File: src/rtl/cond_select_pipe.sv
// Multi-lane conditional select (b = sel ? c : d, or b = e when bypassed)
// feeding a STAGES-deep valid/ready register pipeline with a transfer counter.
module cond_select_pipe #(
  parameter int WIDTH    = 8,
  parameter int CHANNELS = 4,
  parameter int STAGES   = 2,
  parameter int MODE     = 0,
  parameter int CNT_W    = 16
) (
  input  logic                      clk,
  input  logic                      rst,
  input  logic                      mode_i,
  input  logic                      in_valid,
  output logic                      in_ready,
  input  logic [CHANNELS-1:0]       sel,
  input  logic [CHANNELS*WIDTH-1:0] c_data,
  input  logic [CHANNELS*WIDTH-1:0] d_data,
  input  logic [CHANNELS*WIDTH-1:0] e_data,
  output logic                      out_valid,
  input  logic                      out_ready,
  output logic [CHANNELS*WIDTH-1:0] out_data,
  output logic [CNT_W-1:0]          xfer_count
);

  localparam int DW = CHANNELS * WIDTH;

  logic              bypass;
  logic [DW-1:0]     result;
  logic [STAGES-1:0] valid_q;
  logic [STAGES-1:0] load;
  logic [DW-1:0]     data_q [STAGES];
  logic              xfer;

  always_comb begin
    bypass = (MODE == 1) || ((MODE == 2) && mode_i);
    result = '0;
    for (int unsigned i = 0; i < CHANNELS; i++) begin
      if (bypass)
        result[i*WIDTH +: WIDTH] = e_data[i*WIDTH +: WIDTH];
      else if (sel[i])
        result[i*WIDTH +: WIDTH] = c_data[i*WIDTH +: WIDTH];
      else
        result[i*WIDTH +: WIDTH] = d_data[i*WIDTH +: WIDTH];
    end
  end

  // The recursive "empty or downstream advancing" chain flattens to: some
  // stage at or after k is empty, or the consumer is taking the head beat.
  for (genvar k = 0; k < STAGES; k++) begin : g_load
    assign load[k] = out_ready || !(&valid_q[STAGES-1:k]);
  end

  assign xfer      = valid_q[STAGES-1] && out_ready;
  assign in_ready  = load[0];
  assign out_valid = valid_q[STAGES-1];
  assign out_data  = data_q[STAGES-1];

  always_ff @(posedge clk) begin
    if (rst) begin
      valid_q    <= '0;
      xfer_count <= '0;
      for (int unsigned k = 0; k < STAGES; k++) data_q[k] <= '0;
    end else begin
      if (load[0]) begin
        valid_q[0] <= in_valid;
        if (in_valid) data_q[0] <= result;
      end
      // Data only moves with a valid beat so an emptied output holds its last value.
      for (int unsigned k = 1; k < STAGES; k++) begin
        if (load[k]) begin
          valid_q[k] <= valid_q[k-1];
          if (valid_q[k-1]) data_q[k] <= data_q[k-1];
        end
      end
      if (xfer) xfer_count <= xfer_count + CNT_W'(1);
    end
  end

endmodule

File: config.mk
export PLATFORM = sky130hd
export DESIGN_NAME = cond_select_pipe
export DESIGN_NICKNAME = d
export VERILOG_FILES = /design/src/rtl/cond_select_pipe.sv
export SDC_FILE = /design/constraint.sdc
export NUM_CORES = 1
export LEC_CHECK = 0
export BUFFER_PORTS_ARGS = -buffer_cell sky130_fd_sc_hd__buf_2
export CAP_MARGIN = 10
export CORE_MARGIN = 4
export CORE_UTILIZATION = 43
export CTS_CLUSTER_DIAMETER = 120
export DETAILED_ROUTE_END_ITERATION = 10
export HOLD_SLACK_MARGIN = 0.08
export PLACE_DENSITY = 0.76
export SETUP_SLACK_MARGIN = 0.15
export SLEW_MARGIN = 20
export SYNTH_ARGS = -nofsm -noshare
export SYNTH_HDL_FRONTEND = slang
export SYNTH_SLANG_ARGS = --single-unit
File: constraint.sdc
create_clock -name clk -period 2.5 [get_ports clk]
set_clock_uncertainty 0.05 [all_clocks]
set_input_delay 0.5 -clock clk [delete_from_list [all_inputs] [get_ports clk]]
set_output_delay 0.5 -clock clk [all_outputs]
set_load 0.01 [all_outputs]
Word-level counts from Yosys, hierarchy flattened:

Memories as Yosys holds them, arrays and structs flattened.
Cells that the tools add are included.

* bits in writable memories: 64
* word-level logic and storage cells: 29
* output and inout port bits: 50
* memories: 1
* register bits: 18
* input bits: 105

* reductions and logical operators: 6
* bitwise gates (word level): 2
* muxes and demuxes: 16
* $add $sub $neg: 1

Memories
* data_q: depth 2, bits a word 32, rd ports 2, clocked after Yosys merged registers in 0, write ports 2, RTL line 31 `logic [DW-1:0] data_q [STAGES];`

Operator list (number)
* 32-bit two-way mux: 2
* 8-bit two-way mux: 4
* 16-bit by 1-bit adder with 16-bit output, second input constant: 1
* 1-bit two-way mux: 10
* 1-bit zero test: 2
* 1-bit logical OR: 2
* 1-bit bitwise OR: 2
* 2-bit AND reduction: 1
* 1-bit logical AND: 1

Depth between registers and ports, before layout:

* word-level depth: 7
* gate-level depth with buffers: 6
* depth with buffers taken out: 5

Worst setup path after synthesis:

No wires, ideal clock.

* path kind: in2reg
* start point: in out_ready
* end point: mem data_q[0][32] (netlist name), enable pin
* buffers on the path: 0
* required time: 2.022 ns
* cell stages on the path: 2
* data arrival time: 2.073 ns
* library setup time: 0.428 ns
* path slack: -0.051 ns
* cell sequence: nor2b_1 -> o21bai_1

RTL lines
* start: declaration: RTL line 20 `input logic out_ready,`
* end: declaration: RTL line 31

Final worst setup path:

* start point: reg valid_q[1]
* end point: out in_ready

* cells in the longest elaborated chain, start to end: 3

RTL lines
* start: declaration: RTL line 29 `logic [STAGES-1:0] valid_q;`
* start signal: indexed assignment: RTL line 71 `valid_q[k] <= valid_q[k-1];`
* 2-bit AND reduction: RTL line 50 `assign load[k] = out_ready || !(&valid_q[STAGES-1:k]);`
* 1-bit zero test: RTL line 50
* 1-bit logical OR: RTL line 50
* end: declaration: RTL line 14 `output logic in_ready,`

Every way passes these cells.

==> summary.md <==
| Metric | Value |
|---|---|
| Cts hold-fix bufs | 0 |
| GRT Overall Usage | 13.82% |
| I/O pin count | ~160 |
| Crit Path Category | flip-flop to output port |
| Die Area | 0.01007 sq mm |
| Dominant cells by area after synthesis | edfxtp_1 52%, dfxtp_1 9.8%, mux2i_1 8.7% |
| Clock sink count | 82 |
| Sequential element share of the synthesized area | ~62% |
| Max cap viols | 0 |
| Maximum clock path buffer count | 2 |
| Worst EP required | approximately 2.0 ns |
| Final ANT Viol Nets | 0 |
| Hold crit path type | primary input to flip-flop |
| Arr. time, crit path | roughly 1.6 ns |
| Hold Fails Final Rpt | 0 |
| Syn avg cell area | roughly 12 sq um |
| Final Cell Area | ~0.0044 sq mm |
| Port Buf Inserts | ~120 |
| Status | finished clean |
| Clk slew on worst S/H paths | 0.08 ns |
| Period utilization | 86.18% |
| Share of cells above drive strength 1 | 35.34% |
| CP Launch Type | flip-flop |
| Post-DP HPWL | 5.151 mm |
| Total gr overflow | 0 |
| Cell variety after synth | 29 |
| Buffers inserted by post-CTS timing repair | 0 |
| CTS root buf | clkbuf_8 |
| Setup_tns | 0 ns |
| Starting density of the core | 44.42% |
| DRC | 0 |
| Vias per inst | 4.746 |
| Ys flop type | edfxtp_1 |
| Commonest cells in the netlist | 64 x edfxtp_1, 49 x nor2_1, 33 x and2_1 |
| Worst slew margin | 39.90% |
| Final core utilization | a little over half |
| Least-Margin Pin Slew | 0.8990 ns |
| CTS Buf Count | 9 |
| First-pass GRT wire length | between 10 and 15 mm |
| Slew Viols, Final | 0 |
| Row cnt | 33 |
| Worst VDD drop | 271.1 uV |
| Largest net degree at the start of global routing | 33 |
| Final #Nets | 500 |
| #FFs+latches synth | 82 |
| Final setup viols | 0 |
| Worst setup EP type | output port |
| PD cells | slightly below 700 mW/mm^2 |
| Dpl cells | 488 |
| Psw | 0.6210 mW |
| Post-synth top area cell | edfxtp_1 |
| Post-synth EDFFs | 64 |
| Most frequent cell after synthesis | edfxtp_1 |
| Die H | approximately 100 microns |
| RR Startpoint | xfer_count[3] |
| Comb pwr share | 8.9% |
| CTS tree | built |
| Post-Synthesis Cells | between 300 and 400 |
| Final worst path period need | 2.154 ns |
| Reg2reg end | xfer_count[11] |
| First-pass detailed-route iteration total | 4 |
| Core box area | between 0.008 and 0.009 sq mm |
| Die width | 100.4 microns |
| Crit path to | in_ready |
| Clock Power Share | a little under two fifths |
| Register-to-Register Path Depth | 4 |
| Crit path launch | valid_q[1] |
| # H-tree levels | 3 |
| DR iter-0 viols | 63 |
| Number of global-route vias before repair | 2341 |
| Final Instance Count excl. Fillers | a little over 500 |
| Ys async rst share | 0% |
| Post-synth top area share | 52.39% |
| # resized after CTS | 0 |
| Via Count | 2392 |
| Diodes inserted | 0 |
| Max Fclk | 0.4642 GHz |
| Synth Warn # | 0 |
| Placer Congestion | 0.7874 |
| Initial antenna violation count | 0 |
| Sw frac | 20.88% |
| Cell Int Power | 2.353 mW |
| Post-DR wirelength/cell | around 14 microns |
| RSZ-0062 raised after global routing | false |
| Syn Nets | 410 |
| Clock latency on the worst-skew pair | 0.34 ns |
| Total wire length | around 7.0 mm |
| Sequential power share | 53.4% |
| Cell Area, Synth | around 0.0037 sq mm |
| Max FO, Critical Path | 7 |
| Placed Area | between 0.004 and 0.005 sq mm |
| Reg2reg setup slack | about 0.56 ns |
| Pleak | 1.946 nW |
| Area delta synth->final | 19.88% |
## final cells by class
cell class | instances | area [sq um]
flip-flops and latches | 82 | 2282
inverters | 6 | 22.52
repair buffers | 124 | 628.1
clock inverters | 6 | 115.1
well taps | 105 | 131.4
multi-input cells | 171 | 1091
clock buffers | 10 | 127.6
fillers | 734 | 3860
## registers in the layout, summed over array words and instances (netlist names)
name,flops
data_q,64
valid_q,2
xfer_count,16
## stage by stage
| stage | setup slack (ns) | total power [mW] | hold WS (ns) |
|---|---|---|---|
| 2_1_floorplan | 0.4875 | 1.807 | 0.4278 |
| 3_3_place_gp | 0.3868 | 1.880 | 0.4275 |
| 3_5_place_dp | 0.4099 | 1.891 | 0.4404 |
| 4_1_cts | 0.3278 | 3.014 | 0.3384 |
| 5_1_grt | 0.2193 | 3.108 | 0.3774 |
| 6_report | 0.3456 | 2.974 | 0.3626 |
## power groups by stage
stage	registers, mW	logic [mW]	clock network, mW
after detailed placement	1.62	0.270	0
after global placement	1.62	0.262	0
final	1.59	0.263	1.12
after CTS	1.59	0.271	1.15
after floorplan	1.62	0.192	0
after global routing	1.60	0.293	1.22
## cell families after synthesis
logic type               after synthesis  share of synthesized area, %
AND/OR/NAND/NOR                      115                         15.62
flip-flops                            82                         62.21
buffers and inverters                 51                         8.492
multiplexers                          34                         9.345
AO/OA/AOI/OAI                         13                         2.081
XOR/XNOR                               8                         1.910
adder cells (fa/ha/maj)                1                        0.3410
## worst min-delay path by stage
stage	startpoint	to	slack [ns]	cells past startpoint
2_1_floorplan	valid_q[0]	valid_q[1]	0.43	2
3_5_place_dp	xfer_count[8]	xfer_count[8]	0.44	2
4_1_cts	in_valid	valid_q[0]	0.34	3
6_report	in_valid	valid_q[0]	0.36	3
5_1_grt	in_valid	valid_q[0]	0.38	3
3_3_place_gp	xfer_count[1]	xfer_count[1]	0.43	2
## per-layer routing
metal | track usage, % | wire length [microns] | vias up
li1 | - | - | 1194
met1 | 15.68 | 2691 | 1104
met2 | 24.92 | 3703 | 76
met3 | 2.710 | 379 | 18
met4 | 6.321 | 182 | 0
met5 | 0 | 0 | -
## critical path, cell delays in order (launching register included)
cell,delay (ns)
dfxtp_1,0.45
nor2b_1,0.33
and2_1,0.25
inv_1,0.09
buf_2,0.14
## layout by cell type (no fill, tap or decap), types with 4 or more instances in the layout
cell	synthesis	layout
edfxtp_1	64	64
nor2_1	49	49
nand2_1	5	5
mux2i_1	32	32
and2_1	33	33
clkbuf_8	0	9
nor4_1	4	4
buf_2	0	121
dfxtp_1	18	18
inv_1	6	6
xnor2_1	5	5
nand3_1	8	8
a21oi_1	6	6
or3_1	4	4
(Power assumes the default switching activity.)
